File: config.mk
export PLATFORM = sky130hd
export DESIGN_NAME = mem_port_arbiter
export DESIGN_NICKNAME = d
export VERILOG_FILES = /design/src/rtl/mem_arb_pkg.sv /design/src/rtl/arb_rr_pick.sv /design/src/rtl/mem_port_arbiter.sv
export SDC_FILE = /design/constraint.sdc
export NUM_CORES = 1
export LEC_CHECK = 0
export ABC_AREA = 1
export BUFFER_PORTS_ARGS = -buffer_cell sky130_fd_sc_hd__buf_4
export CORE_AREA = 2 2 105 107
export CTS_CLUSTER_SIZE = 25
export DETAILED_ROUTE_END_ITERATION = 8
export DIE_AREA = 0 0 107 109
export PLACE_DENSITY = 0.59
export SYNTH_ARGS = -nofsm -noshare
export SYNTH_HDL_FRONTEND = slang
export SYNTH_SLANG_ARGS = --single-unit
File: constraint.sdc
create_clock -name clk -period 1.62 [get_ports clk]
set_input_delay 0 -clock clk [delete_from_list [all_inputs] [get_ports clk]]
set_output_delay 0 -clock clk [all_outputs]
set_load 0.03 [all_outputs]
File: src/rtl/mem_arb_pkg.sv
// Shared types and constants for the two-port memory arbiter.
package mem_arb_pkg;

    typedef enum logic [1:0] {
        IDLE = 2'd0,
        OWN0 = 2'd1,
        OWN1 = 2'd2
    } arb_state_e;

    localparam int PORT_CORE = 0;
    localparam int PORT_LDR  = 1;
    localparam int STAT_W    = 16;

    function automatic logic [STAT_W-1:0] sat_inc(input logic [STAT_W-1:0] v);
        return (&v) ? v : v + {{(STAT_W-1){1'b0}}, 1'b1};
    endfunction

endpackage

File: src/rtl/arb_rr_pick.sv
// Combinational 2-way picker: onehot grant from requests, round-robin or
// fixed priority (loader port wins) on conflict.
module arb_rr_pick
    import mem_arb_pkg::*;
#(
    parameter int ROUND_ROBIN = 1
) (
    input  logic [1:0] req,
    input  logic       last_gnt,
    output logic [1:0] gnt
);

    always_comb begin
        gnt = req;
        if (req == 2'b11) begin
            gnt = 2'b00;
            if (ROUND_ROBIN != 0 && last_gnt) gnt[PORT_CORE] = 1'b1;
            else                              gnt[PORT_LDR]  = 1'b1;
        end
    end

endmodule

File: src/rtl/mem_port_arbiter.sv
// Arbiter sharing the unified memory between the core (port 0) and the loader
// (port 1), with lock ownership and optional timeout. Optional stats: MEM_ARB_STATS_EN.
//
// state | meaning
// IDLE  | no owner, per-access arbitration between both ports
// OWN0  | core holds the lock, loader blocked
// OWN1  | loader holds the lock, core blocked
module mem_port_arbiter
    import mem_arb_pkg::*;
#(
    parameter int ADDR_WIDTH   = 32,
    parameter int DATA_WIDTH   = 32,
    parameter int ROUND_ROBIN  = 1,
    parameter int LOCK_TIMEOUT = 0
) (
    input  logic                  clk,
    input  logic                  reset,
    input  logic                  req0,
    input  logic                  req1,
    input  logic                  we0,
    input  logic                  we1,
    input  logic                  lock0,
    input  logic                  lock1,
    input  logic [ADDR_WIDTH-1:0] addr0,
    input  logic [ADDR_WIDTH-1:0] addr1,
    input  logic [DATA_WIDTH-1:0] wdata0,
    input  logic [DATA_WIDTH-1:0] wdata1,
    output logic                  gnt0,
    output logic                  gnt1,
    output logic                  rvalid0,
    output logic                  rvalid1,
    output logic [DATA_WIDTH-1:0] rdata,
    output logic                  lock_abort,
    output logic [ADDR_WIDTH-1:0] mem_addr,
    output logic [DATA_WIDTH-1:0] mem_wdata,
    output logic                  mem_we,
    input  logic [DATA_WIDTH-1:0] mem_rdata
`ifdef MEM_ARB_STATS_EN
    ,
    output logic [STAT_W-1:0]     wait_cnt0,
    output logic [STAT_W-1:0]     wait_cnt1,
    output logic [31:0]           grant_cnt
`endif
);

    localparam int TMR_W = (LOCK_TIMEOUT > 0) ? $clog2(LOCK_TIMEOUT + 1) : 1;
    localparam logic [TMR_W-1:0] TMR_LAST = TMR_W'((LOCK_TIMEOUT > 0) ? LOCK_TIMEOUT - 1 : 0);

    arb_state_e            state_q, state_d;
    logic                  last_gnt_q, last_gnt_d;
    logic [TMR_W-1:0]      timer_q, timer_d;
    logic [1:0]            rvalid_q, rvalid_d;
    logic [DATA_WIDTH-1:0] rdata_q, rdata_d;

    logic [1:0] req, we, lock;
    logic [1:0] own_mask, req_arb, pick, gnt;
    logic       waiting, abort;

    assign req  = {req1, req0};
    assign we   = {we1, we0};
    assign lock = {lock1, lock0};

    always_comb begin
        own_mask = 2'b00;
        case (state_q)
            OWN0:    own_mask[PORT_CORE] = 1'b1;
            OWN1:    own_mask[PORT_LDR]  = 1'b1;
            default: own_mask = 2'b00;
        endcase
        waiting = ((req & ~own_mask) != 2'b00) && (state_q != IDLE);
        abort   = (LOCK_TIMEOUT > 0) && waiting && (timer_q == TMR_LAST);
        // On a timeout the owner is masked out so the waiting port wins this cycle.
        req_arb = abort ? (req & ~own_mask) : req;
    end

    arb_rr_pick #(
        .ROUND_ROBIN (ROUND_ROBIN)
    ) u_pick (
        .req      (req_arb),
        .last_gnt (last_gnt_q),
        .gnt      (pick)
    );

    always_comb begin
        state_d = state_q;
        timer_d = '0;
        gnt     = 2'b00;
        if (state_q == IDLE || abort) begin
            gnt     = pick;
            state_d = IDLE;
            if ((gnt & lock) != 2'b00) state_d = gnt[PORT_LDR] ? OWN1 : OWN0;
        end else begin
            gnt = req & own_mask;
            if ((lock & own_mask) == 2'b00) state_d = IDLE;
            else if (waiting && (LOCK_TIMEOUT > 0)) timer_d = timer_q + TMR_W'(1);
        end
        if (reset) gnt = 2'b00;
        lock_abort = abort && !reset;
    end

    always_comb begin
        mem_we    = 1'b0;
        mem_addr  = '0;
        mem_wdata = '0;
        if (gnt[PORT_CORE]) begin
            mem_we    = we0;
            mem_addr  = addr0;
            mem_wdata = wdata0;
        end else if (gnt[PORT_LDR]) begin
            mem_we    = we1;
            mem_addr  = addr1;
            mem_wdata = wdata1;
        end
        rvalid_d   = gnt & ~we;
        rdata_d    = (rvalid_d != 2'b00) ? mem_rdata : rdata_q;
        last_gnt_d = gnt[PORT_LDR] ? 1'b1 : (gnt[PORT_CORE] ? 1'b0 : last_gnt_q);
    end

    always_ff @(posedge clk) begin
        if (reset) begin
            state_q    <= IDLE;
            last_gnt_q <= 1'b1;
            timer_q    <= '0;
            rvalid_q   <= 2'b00;
            rdata_q    <= '0;
        end else begin
            state_q    <= state_d;
            last_gnt_q <= last_gnt_d;
            timer_q    <= timer_d;
            rvalid_q   <= rvalid_d;
            rdata_q    <= rdata_d;
        end
    end

    assign gnt0    = gnt[PORT_CORE];
    assign gnt1    = gnt[PORT_LDR];
    assign rvalid0 = rvalid_q[PORT_CORE];
    assign rvalid1 = rvalid_q[PORT_LDR];
    assign rdata   = rdata_q;

`ifdef MEM_ARB_STATS_EN
    logic [STAT_W-1:0] wait_cnt0_q, wait_cnt0_d;
    logic [STAT_W-1:0] wait_cnt1_q, wait_cnt1_d;
    logic [31:0]       grant_cnt_q, grant_cnt_d;

    always_comb begin
        wait_cnt0_d = (req0 && !gnt0) ? sat_inc(wait_cnt0_q) : wait_cnt0_q;
        wait_cnt1_d = (req1 && !gnt1) ? sat_inc(wait_cnt1_q) : wait_cnt1_q;
        grant_cnt_d = grant_cnt_q + {31'd0, (gnt != 2'b00)};
    end

    always_ff @(posedge clk) begin
        if (reset) begin
            wait_cnt0_q <= '0;
            wait_cnt1_q <= '0;
            grant_cnt_q <= '0;
        end else begin
            wait_cnt0_q <= wait_cnt0_d;
            wait_cnt1_q <= wait_cnt1_d;
            grant_cnt_q <= grant_cnt_d;
        end
    end

    assign wait_cnt0 = wait_cnt0_q;
    assign wait_cnt1 = wait_cnt1_q;
    assign grant_cnt = grant_cnt_q;
`endif

endmodule

After elaboration in Yosys (flattened, before gate mapping)
Index checks and enable logic that the tools add are counted.
W data, S select, Z words.
Word-level totals
  flip-flop bits (word level): 37
  input bits: 168
  output and inout bits: 102
  logic and storage cells: 35
Operators by class
  eq/ne operators: 3
  multiplexer cells: 17
  bitwise logic cells: 5
  reductions and logical operators: 6
Operator list (count)
  $mux W32: 4
  $mux W2: 7
  $and A2 B2 Y2: 4
  $mux W1: 6
  $reduce_bool A2 Y1: 3
  $eq A2 B2 Y1 const B: 2
  $logic_not A2 Y1: 2
  $eq A2 B1 Y1 const B: 1
  $not A2 Y2: 1
  $reduce_or A2 Y1: 1

Longest topological paths before layout
Gate-level depths: netlist of the first run.
  word-level depth: 7
  gate-level depth with buffers: 9
  mapped depth without buffers: 7

Cells and area by module
A second synthesis of the first run with hierarchy kept.
Unflattened totals
  cells, all modules: 459
  area total of the unflattened synthesis: 2541.2 um^2
By module, submodules not included
  mem_port_arbiter: times used 1, cells each 454, area an instance 2519.9 um^2, seq. area each 740.7 um^2
  arb_rr_pick: times used 1, cells each 5, area an instance 21.3 um^2, seq. area each 0.0 um^2

Worst setup path before layout of the first run
No wires, ideal clock.
  kind: register -> output
  start point: reg state_q[1]
  end point: out mem_addr[22]
  arrival time: 1.246 ns
  data required time: 1.620 ns
  setup slack: 0.374 ns
  stages on the path, launching flop included: 8
  buffers on the path: 1
  cells stage by stage: dfxtp_1 -> inv_2 -> nand4_1 -> nand2_1 -> nor2_1 -> buf_2 -> nand2_1 -> nand2_1
On the way
  longest elaborated chain between the ends: 7
  elaborated cells between the ends (all ways): 10
  classes of those cells: eq/ne: 2; mux: 6; bitwise: 1; reduce/logical: 1
RTL lines
  start: declaration: RTL line mem_port_arbiter.sv:49  | arb_state_e state_q, state_d;
  start signal: assignment: RTL line mem_port_arbiter.sv:127  | state_q <= state_d;
  $eq A2 B2 Y1: RTL line mem_port_arbiter.sv:65  | case (state_q)
  $mux W1: RTL line mem_port_arbiter.sv:65
  $and A2 B2 Y2: RTL line mem_port_arbiter.sv:93  | gnt = req & own_mask;
  $mux W2 *: RTL line mem_port_arbiter.sv:88  | if (state_q == IDLE || abort) begin
  $mux W2 *: RTL line mem_port_arbiter.sv:97  | if (reset) gnt = 2'b00;
  via gnt1: RTL line mem_port_arbiter.sv:29  | output logic gnt1,
  $mux W32 *: RTL line mem_port_arbiter.sv:109  | end else if (gnt[PORT_LDR]) begin
  $mux W32 *: RTL line mem_port_arbiter.sv:105  | if (gnt[PORT_CORE]) begin
  end: declaration: RTL line mem_port_arbiter.sv:34  | output logic [ADDR_WIDTH-1:0] mem_addr,
The timed path passes the listed nets; every way through them passes the cells marked *.

Worst setup path after layout of the first run
  start point: reg state_q[1]
  end point: out mem_addr[9]
On the way
  longest elaborated chain between the ends: 7
  elaborated cells between the ends (all ways): 10
  classes of those cells: eq/ne: 2; mux: 6; bitwise: 1; reduce/logical: 1
RTL lines (RTL line)
  $eq A2 B2 Y1: mem_port_arbiter.sv:65
  $mux W1: mem_port_arbiter.sv:65
  $and A2 B2 Y2: mem_port_arbiter.sv:93
  $mux W2 *: mem_port_arbiter.sv:88
  $mux W2 *: mem_port_arbiter.sv:97
  $mux W32: mem_port_arbiter.sv:109
  $mux W32 *: mem_port_arbiter.sv:105
Every way passes the cells marked *; elsewhere a longest branch is shown, timed or not.

==> run metrics, run 1 <==
endpoints failing setup=0; Core Region=10600 µm²; FF+latch count, synth=37; Leak=3.11 nW; Storage cell area=744 µm²; worst-skew pair later-pin latency=280 ps; Ports=270; Tmin final=1620 ps; clk buf depth=2; routability cong.=0.802; most frequent CP cell=nand2_1; Syn. warnings=0; gr usage total=0.169; Worst path max stage delay=330 ps; Syn Nets=620; CP max FO=16; Clock transition at path regs=60 ps; first-pass GRT wire length=16.0 mm; Layout area overhead=119%; DR pass1 iterations=4; WP buf/inv=3; vias in the first global route=3345; initial antenna violation count=1; WL/cell=14.4 µm; Sinks on Clock Net=37; Post-Synthesis Cell Area=2520 µm²; H-tree depth=2; dpl cells=834; layout cells sized above 1=0.441; Layout fillers=1009; CP Capture Type=output pin; TritonCTS clock tree=yes; Hold Crit Class=in -> reg; Die Ht=109 µm; DIE AREA=11700 µm²; RSZ-0062 raised after global routing=true; largest net degree at the start of global routing=67; DP HPWL=8.50 mm; port buffer count=268; Slew Limit Fails=0; fin cells=890; highest-delay cell along the critical path=dfxtp_2; achievable frequency=618 MHz; Setup Crit Path Kind=reg -> out; Rows=38; period utilization=0.999; Final Cell Area=5510 µm²; Setup Total Neg Slack=0 ps; Cell Chain, Critical Path=nor2_2 -> nand2_1 -> nor2_4 -> buf_12 -> buf_6 -> nand2_1 -> nand2_1 -> buf_4; Cell Pwr Density=625 nW/µm²; Post-DRT Antenna Nets=0; Synth Area per Inst=5.58 µm²; Final Hold Vio Count=0; cts bufs inserted=5; clock root cell=clkbuf_8; via count=3900; outcome=completed; vias per inst=4.38; crit path launch type=flip-flop; Critical Path RT=1620 ps; Post-route DRC=0; Crit path max-delay family=simple AND/OR/NAND/NOR gates; final WL=12.8 mm; dpl cell area=4590 µm²; sequential share of the synthesized area=0.294; Worst EP arrival=1620 ps; cells after synthesis=452; Die Width=107 µm; count of different cell masters after synthesis=16; Initial Util=0.238; # Max-Cap Violations=0; initial DRC count=254; Final #Nets=916; area of the multi-input gates=1490 µm²; Final Hold Slack=62.5 ps; Worst Skew=15.1 ps; Worst VDD drop=0.000430 V; grt ovf=0
-- routing by layer --
layer,vias to the layer above,wire length [µm],global-route usage
met5,-,0,0
met4,0,116,0.0250
met3,10,1180,0.0634
met2,172,6630,0.298
met1,1761,4870,0.200
li1,1957,-,-
-- state kept, by name, summed over array words and instances (netlist names) --
name        count
last_gnt_q      1
rvalid_q        2
state_q         2
rdata          32
-- tightest hold or removal path: cells and delay by family --
family,cells,cell delay [ps]
buf+inv,2,200
compound gates,1,100
-- cell type report --
| class | count | share of cell area |
|---|---|---|
| diodes | 1 | 0.000454 |
| clock buffers | 7 | 0.0175 |
| clock inverters | 1 | 0.00159 |
| inverters | 42 | 0.0286 |
| multi-input cells | 341 | 0.270 |
| flip-flops and latches | 37 | 0.135 |
| well taps | 140 | 0.0318 |
| repair buffers | 321 | 0.515 |
-- path summary, 6_finish.rpt --
kind | start | end | slack (ps) | cells past startpoint
worst min register to register | rdata[8]$_SDFFE_PP0P_ | rdata[8]$_SDFFE_PP0P_ | 550 | 4
worst max register to register | state_q[1]$_SDFFE_PP0P_ | rdata[24]$_SDFFE_PP0P_ | 320 | 7
worst max-delay path | state_q[1]$_SDFFE_PP0P_ | mem_addr[9] | 1 | 8
worst min-delay path | reset | last_gnt_q$_SDFFE_PP1P_ | 60 | 3
-- logic make-up after synthesis --
kind of cell	count (synthesis)	share of synthesized area
flops	37	0.294
compound gates	37	0.0794
other cells	1	0.00149
simple gates	303	0.473
buf+inv	74	0.152
-- report_power, final --
part           switching, mW  internal (mW)  total (mW)
combinational          0.890          0.806        1.70
clock                  0.334          0.393       0.727
sequential            0.0407          0.982        1.02
total                   1.26           2.18        3.45
-- cells in the mapped netlist --
master	instances	share of area
a21oi_1	34	0.068
buf_2	15	0.030
buf_4	9	0.027
buf_6	7	0.031
clkbuf_1	1	0.0015
conb_1	1	0.0015
dfxtp_1	37	0.29
inv_1	38	0.057
inv_2	4	0.0060
nand2_1	231	0.34
nand3_1	32	0.064
nand4_1	3	0.0074
nor2_1	34	0.051
nor2_2	3	0.0074
o2111a_1	2	0.0089
o211ai_1	1	0.0030
-- placed cells by master (no fill, tap or decap), types with 2 or more instances in the layout --
cell,count
nor2_1,33
dfxtp_1,34
clkbuf_8,7
buf_4,232
nand4_1,3
nor2_4,2
o2111a_1,2
a21oi_1,34
buf_12,8
nor2_2,2
nand2_2,20
inv_1,38
nand3_1,32
inv_2,4
clkbuf_16,5
nand2_4,4
dfxtp_2,3
dlygate4sd3_1,34
nand2_1,207
buf_6,42
-- through the flow --
stage	power, mW	setup slack, ps	utilization
finish	3.45	1.45	0.520
global route	3.62	-97.7	0.520
CTS	3.29	1.25	0.475
detailed placement	2.49	309	0.433
global placement	2.47	346	0.433
floorplan	1.80	374	-
-- timing repair --
| action | 4_1_cts | 5_1_grt |
|---|---|---|
| gates resized for setup | 0 | 73 |
| endpoints found under the setup margin | 0 | 65 |
| hold buffers | 34 | 0 |
| setup buffers | 0 | 2 |
| hold endpoints to repair | 34 | 0 |
Note: power is estimated with default switching activity, not from simulation.
==> run 2, diff against run 1 <==
- CELL_PAD_IN_SITES_DETAIL_PLACEMENT: not set -> 0
- CELL_PAD_IN_SITES_GLOBAL_PLACEMENT: not set -> 2
- CORE_AREA: 2 2 105 107 -> 2 2 138 140
- DIE_AREA: 0 0 107 109 -> 0 0 140 142
- PLACE_DENSITY: 0.59 -> 0.78
==> run 2 against run 1 <==
Via count is 2.5% lower; power up 7.2%; cell count grew 11%; clock power grew 32%; count of clock-buffer cells in the layout decreased by 1; critical path type unchanged; worst hold slack improved by 13 ps; routed wire length increased by 6.5%; the flow now finishes with violations (DRC, setup timing); highest routed layer unchanged; die area is 70% higher; critical path depth increased by 1; non-clock buffer count grew 1; core utilization decreased by 21 points; largest power group unchanged; design area increased by 4.1%.
==> run metrics, run 2 (synthesis gave the netlist of run 1 again) <==
gr usage total=0.114 (-0.0551); clock root cell=clkbuf_16; dpl cell area=4740 µm² (+3.3%); Layout area overhead=128%; clk buf depth=2 (unchanged); P_int=2.37 mW (+8.5%); outcome=complete, but fails checks; max FFs per register=32 (unchanged); Final Cell Area=5740 µm² (+4.1%); Slew Limit Fails=0 (unchanged); final WL=13.6 mm (+6.5%); area of the multi-input gates=1530 µm² (+2.9%); # Max-Cap Violations=0 (unchanged); Ports=270 (unchanged); vias per inst=3.86 (-12%); CP max FO=5 (-11); Final Hold Slack=75.4 ps (+12.9 ps); Seq pwr share=0.276 (-0.021); TritonCTS clock tree=yes; DR pass1 iterations=9 (+5); Crit Reg-Reg Startpoint=state_q[1]$_SDFFE_PP0P_; port buffer count=268 (unchanged); flop2flop setup slack=270 ps (-50 ps); DIE AREA=19900 µm² (+70%); Storage cell area=747 µm² (+0.34%); Final WS setup=-6.43 ps (-7.89 ps); Worst EP arrival=1630 ps (about the same); Die Width=140 µm (+31%); H-tree depth=2 (unchanged); Hold Crit Class=in -> reg; initial antenna violation count=0 (-1); Setup Total Neg Slack=-6.43 ps (-6.43 ps); Cell Pwr Density=644 nW/µm² (+3.0%); vias in the first global route=3518 (+5.2%); Core Region=18500 µm² (+74%); failing checks=DRC, setup timing; endpoints failing setup=1 (+1); Worst Skew=5.36 ps (-9.71 ps); CP Capture Type=output pin; cts bufs inserted=5 (unchanged); Layout fillers=2048 (+100%); Final Hold Vio Count=0 (unchanged); ant diodes=0 (-1); Final #Nets=917 (+0.11%); Worst VDD drop=0.000511 V (+19%); period utilization=1.00 (+0.00487); switching portion of total power=0.359 (-0.00799); largest net degree at the start of global routing=66 (-1.5%); pre-CTS WS=248 ps (-60.2 ps); commonest non-fill, non-tap cell in the layout=buf_4; Final Power=3.69 mW (+7.2%); dpl cells=931 (+12%); first-pass GRT wire length=18.2 mm (+14%); fin cells=984 (+11%); Final Util=0.311 (-0.209); RSZ-0062 raised after global routing=true; most frequent cells in the layout=buf_4, nand2_1, buf_6; Post-DRT Antenna Nets=0 (unchanged); grt ovf=0 (unchanged); Die Ht=142 µm (+30%); combinational fraction of design power=0.463 (-0.029); Setup crit start=state_q[1]$_SDFFE_PP0P_; Tmin final=1630 ps (+7.89 ps); Leak=3.14 nW (+0.77%); initial DRC count=169 (-33%); Setup Crit Path Kind=reg -> out; WL/cell=13.9 µm (-3.6%); worst-skew pair later-pin latency=280 ps (about the same); routability cong.=0.724 (-9.8%); r2r worst-path depth=5 (-2); via count=3801 (-2.5%); achievable frequency=615 MHz (-0.48%); Clock transition at path regs=60 ps (about the same); Clk pwr share=0.261 (+0.050); layout cells sized above 1=0.460 (+0.0194); DP HPWL=9.61 mm (+13%); Post-route DRC=25 (+25); Rows=50 (+32%); Net Switching=1.33 mW (+4.9%); crit path to=mem_addr[26]; Sinks on Clock Net=37 (unchanged); Initial Util=0.137 (-0.101); Critical Path RT=1620 ps (about the same); FF-to-FF End=rdata[4]$_SDFFE_PP0P_; crit path launch type=flip-flop
[run 2: changes by cell type in the layout (fill, tap and decap cells not counted), moves of 2 or more]
cell       before  now
buf_6          42   51
nand2_2        20   35
buf_4         232  224
clkbuf_16       5    9
clkbuf_8        7    0
clkinv_2        0    2
nand2_1       207  192
[run 2: critical path, cell delays in order (launching register included)]
cell and delay [ps]:
dfxtp_4 370, inv_2 40, nand4_1 100, nand2_2 90, nor2_4 190, buf_12 160, clkbuf_16 150, nand2_1 50
nand2_1 60, buf_4 150
[run 2: layout make-up]
class / instances / area share
timing repair buffer: 322 / 0.500
clock buffer: 6 / 0.0225
tap: 234 / 0.0510
clock inverter: 2 / 0.00174
inverter: 42 / 0.0275
sequential: 37 / 0.130
multi-input combinational: 341 / 0.267
[run 2: timing repair]
action | 4_1_cts | 5_1_grt
pin swaps | 0 | 19
gates resized for setup | 2 | 99
setup endpoints to repair | 3 | 65
gates cloned | 0 | 7
hold endpoints to repair | 34 | 0
setup buffers | 0 | 4
hold buffers | 34 | 0
[run 2: per-layer routing]
| metal | GRT usage | share of wire | up-vias |
|---|---|---|---|
| li1 | - | - | 1965 |
| met1 | 0.125 | 0.38 | 1668 |
| met2 | 0.223 | 0.53 | 160 |
| met3 | 0.0347 | 0.085 | 8 |
| met4 | 0.0128 | 0.0051 | 0 |
| met5 | 0 | 0 | - |
[run 2: power by group through the flow]
stage          combinational (mW)  sequential (mW)  clock [mW]
6_report                     1.71             1.02       0.963
5_1_grt                      1.84             1.03        1.05
4_1_cts                      1.54             1.02        1.00
3_5_place_dp                 1.47             1.04           0
3_3_place_gp                 1.48             1.04           0
2_1_floorplan               0.631             1.17           0
[run 2: worst min path at each step]
| stage | from | end | slack [ps] | depth (start not counted) |
|---|---|---|---|---|
| final | reset | last_gnt_q$_SDFFE_PP1P_ | 80 | 3 |
| after global routing | reset | last_gnt_q$_SDFFE_PP1P_ | 100 | 3 |
| after CTS | reset | last_gnt_q$_SDFFE_PP1P_ | 80 | 3 |
| after detailed placement | mem_rdata[10] | rdata[10]$_SDFFE_PP0P_ | 220 | 3 |
| after global placement | mem_rdata[11] | rdata[11]$_SDFFE_PP0P_ | 220 | 3 |
| after floorplan | mem_rdata[0] | rdata[0]$_SDFFE_PP0P_ | 130 | 2 |
==> run 3, diff against run 2 <==
- CORE_AREA: 2 2 138 140 -> 2 2 143 145
- DIE_AREA: 0 0 140 142 -> 0 0 145 147
- PLACE_DENSITY: 0.78 -> 0.76
- clock period: 1.62 -> 1.45 ns (I/O delays scaled with it)
==> run 3 against run 2 <==
The run ends with setup timing left; sequential power increased by 12%; non-clock buffer count rose by 11; count of clock-buffer cells in the layout stayed put; combinational power up 15%; routed wire length about the same; critical path depth decreased by 1; core utilization fell by 1.0 points; die area increased by 7.2%; power is 13% higher; cell count rose by 4.8%; first-iteration DRC count down 43%; sequential cell count stayed put; highest routed layer unchanged.
==> run metrics, run 3 (synthesis gave the netlist of run 1 again) <==
vias in the first global route=3700 (+5.2%); Tmin final=1600 ps; Final Util=0.301 (-0.0103); Slew Limit Fails=0 (unchanged); port buffer count=268 (unchanged); DP HPWL=9.12 mm (-5.2%); DIE AREA=21300 µm² (+7.2%); CP Capture Type=output pin; Rows=52 (+4.0%); final WL=13.6 mm (about the same); Ports=270 (unchanged); most frequent cells in the layout=buf_4, nand2_1, buf_6; Worst Skew=1.69 ps (-3.67 ps); Final WS setup=-149 ps (-143 ps); Setup Crit Path Kind=reg -> out; gr usage total=0.111 (-0.00298); Die Width=145 µm (+3.6%); clock root cell=clkbuf_16; # Max-Cap Violations=0 (unchanged); r2r worst-path depth=6 (+1); period utilization=1.10; Hold Crit Class=in -> reg; max FFs per register=32 (unchanged); Worst VDD drop=0.000610 V (+19%); endpoints failing setup=66 (+65); hold-critical path depth=3 (unchanged); crit path launch type=flip-flop; layout cells sized above 1=0.460 (about the same); Final Hold Slack=133 ps (+58.1 ps); dpl cell area=4860 µm² (+2.4%); CP max FO=5 (unchanged); Post-route DRC=0 (-100%); cts bufs inserted=5 (unchanged); Seq pwr share=0.274 (-0.002); met2 Resource Use GR=0.205 (-0.0172); clk buf depth=2 (unchanged); via count=3834 (+0.87%); Layout area overhead=137%; Worst EP arrival=1600 ps (-30 ps); met1 Usage GRT=0.129 (+0.00442); RSZ-0062 raised after global routing=true; most used routing layer=met2; Initial Util=0.127 (-0.00956); worst-skew pair later-pin latency=280 ps (about the same); H-tree depth=2 (unchanged); Clock transition at path regs=60 ps (about the same); pre-CTS WS=102 ps (-147 ps); Cell Pwr Density=700 nW/µm² (+8.8%); grt ovf=0 (unchanged); Core Region=19800 µm² (+7.5%); vias per inst=3.72 (-3.7%); largest net degree at the start of global routing=66 (unchanged); commonest non-fill, non-tap cell in the layout=buf_4; initial antenna violation count=0 (unchanged); Leak=3.23 nW (+2.9%); Final Hold Vio Count=0 (unchanged); Post-DRT Antenna Nets=0 (unchanged); Setup Total Neg Slack=-6460 ps (-6450 ps); TritonCTS clock tree=yes; first-pass GRT wire length=19.4 mm (+6.9%); failing checks=setup timing; Critical Path RT=1450 ps (-170 ps); routability cong.=0.761 (+5.2%); Final Cell Area=5970 µm² (+4.0%); Final #Nets=928 (+1.2%); achievable frequency=625 MHz; Die Ht=147 µm (+3.5%); Clk pwr share=0.255 (-0.006); ant diodes=0 (unchanged); Net Switching=1.48 mW (+12%); outcome=complete, but fails checks; combinational fraction of design power=0.472 (+0.009); initial DRC count=97 (-43%); switching portion of total power=0.355 (-0.00387); met3 Use GR=0.0317 (-0.00298); Sinks on Clock Net=37 (unchanged); P_int=2.70 mW (+14%); DR pass1 iterations=4 (-5); WL/cell=13.2 µm (-4.6%)
## run 3: cell count changes in the layout (fill, tap and decap cells not counted), moves of 2 or more
cell,delta
buf_6,+20
buf_4,-11
nand2_2,-10
nand2_1,+8
nand2_4,+2
## run 3: through the flow
stage,power (mW),std cells
after global routing,4.42,1031
after CTS,4.17,1025
after global placement,2.83,973
final,4.18,1031
after floorplan,2.01,452
after detailed placement,2.83,973
## run 3: worst max-delay path, cell delays in order, from the launching register on
cell and delay, ps:
dfxtp_4 360, nor2_4 120, nand2_2 70, nor2_4 170
buf_6 170, clkbuf_16 170, nand2_1 60, nand2_1 70
buf_6 130
## run 3: area by class of cell
| cell class | instances | area (µm²) |
|---|---|---|
| timing repair buffer | 333 | 3050 |
| fill | 2218 | 13900 |
| sequential | 37 | 749 |
| clock buffer | 6 | 129 |
| multi-input combinational | 341 | 1530 |
| clock inverter | 2 | 10.0 |
| tap | 270 | 338 |
| inverter | 42 | 158 |
## run 3: final timing paths
kind | startpoint | endpoint | slack [ps]
setup / recovery | state_q[1]$_SDFFE_PP0P_ | mem_addr[4] | -150
hold / removal | req0 | state_q[1]$_SDFFE_PP0P_ | 130
setup reg to reg | state_q[1]$_SDFFE_PP0P_ | rdata[24]$_SDFFE_PP0P_ | 90
hold reg to reg | rdata[1]$_SDFFE_PP0P_ | rdata[1]$_SDFFE_PP0P_ | 540
## run 3: layer usage
metal	routed length [µm]	vias to the layer above
li1	-	1987
met1	5390	1670
met2	7070	168
met3	998	9
met4	165	0
met5	0	-
## run 3: repair_timing
action | in CTS | in global routing
hold buffers | 34 | 0
gates resized for setup | 75 | 46
endpoints found under the setup margin | 67 | 70
hold endpoints to repair | 34 | 0
buffers inserted | 8 | 1
pin swaps | 1 | 8
cloned | 2 | 7
## run 3: power groups by stage
| stage | Combinational (mW) | Clock (mW) | Sequential, mW |
|---|---|---|---|
| 4_1_cts | 1.90 | 1.12 | 1.15 |
| 3_3_place_gp | 1.67 | 0 | 1.17 |
| 3_5_place_dp | 1.66 | 0 | 1.17 |
| 5_1_grt | 2.11 | 1.16 | 1.15 |
| 6_report | 1.97 | 1.06 | 1.14 |
| 2_1_floorplan | 0.705 | 0 | 1.31 |
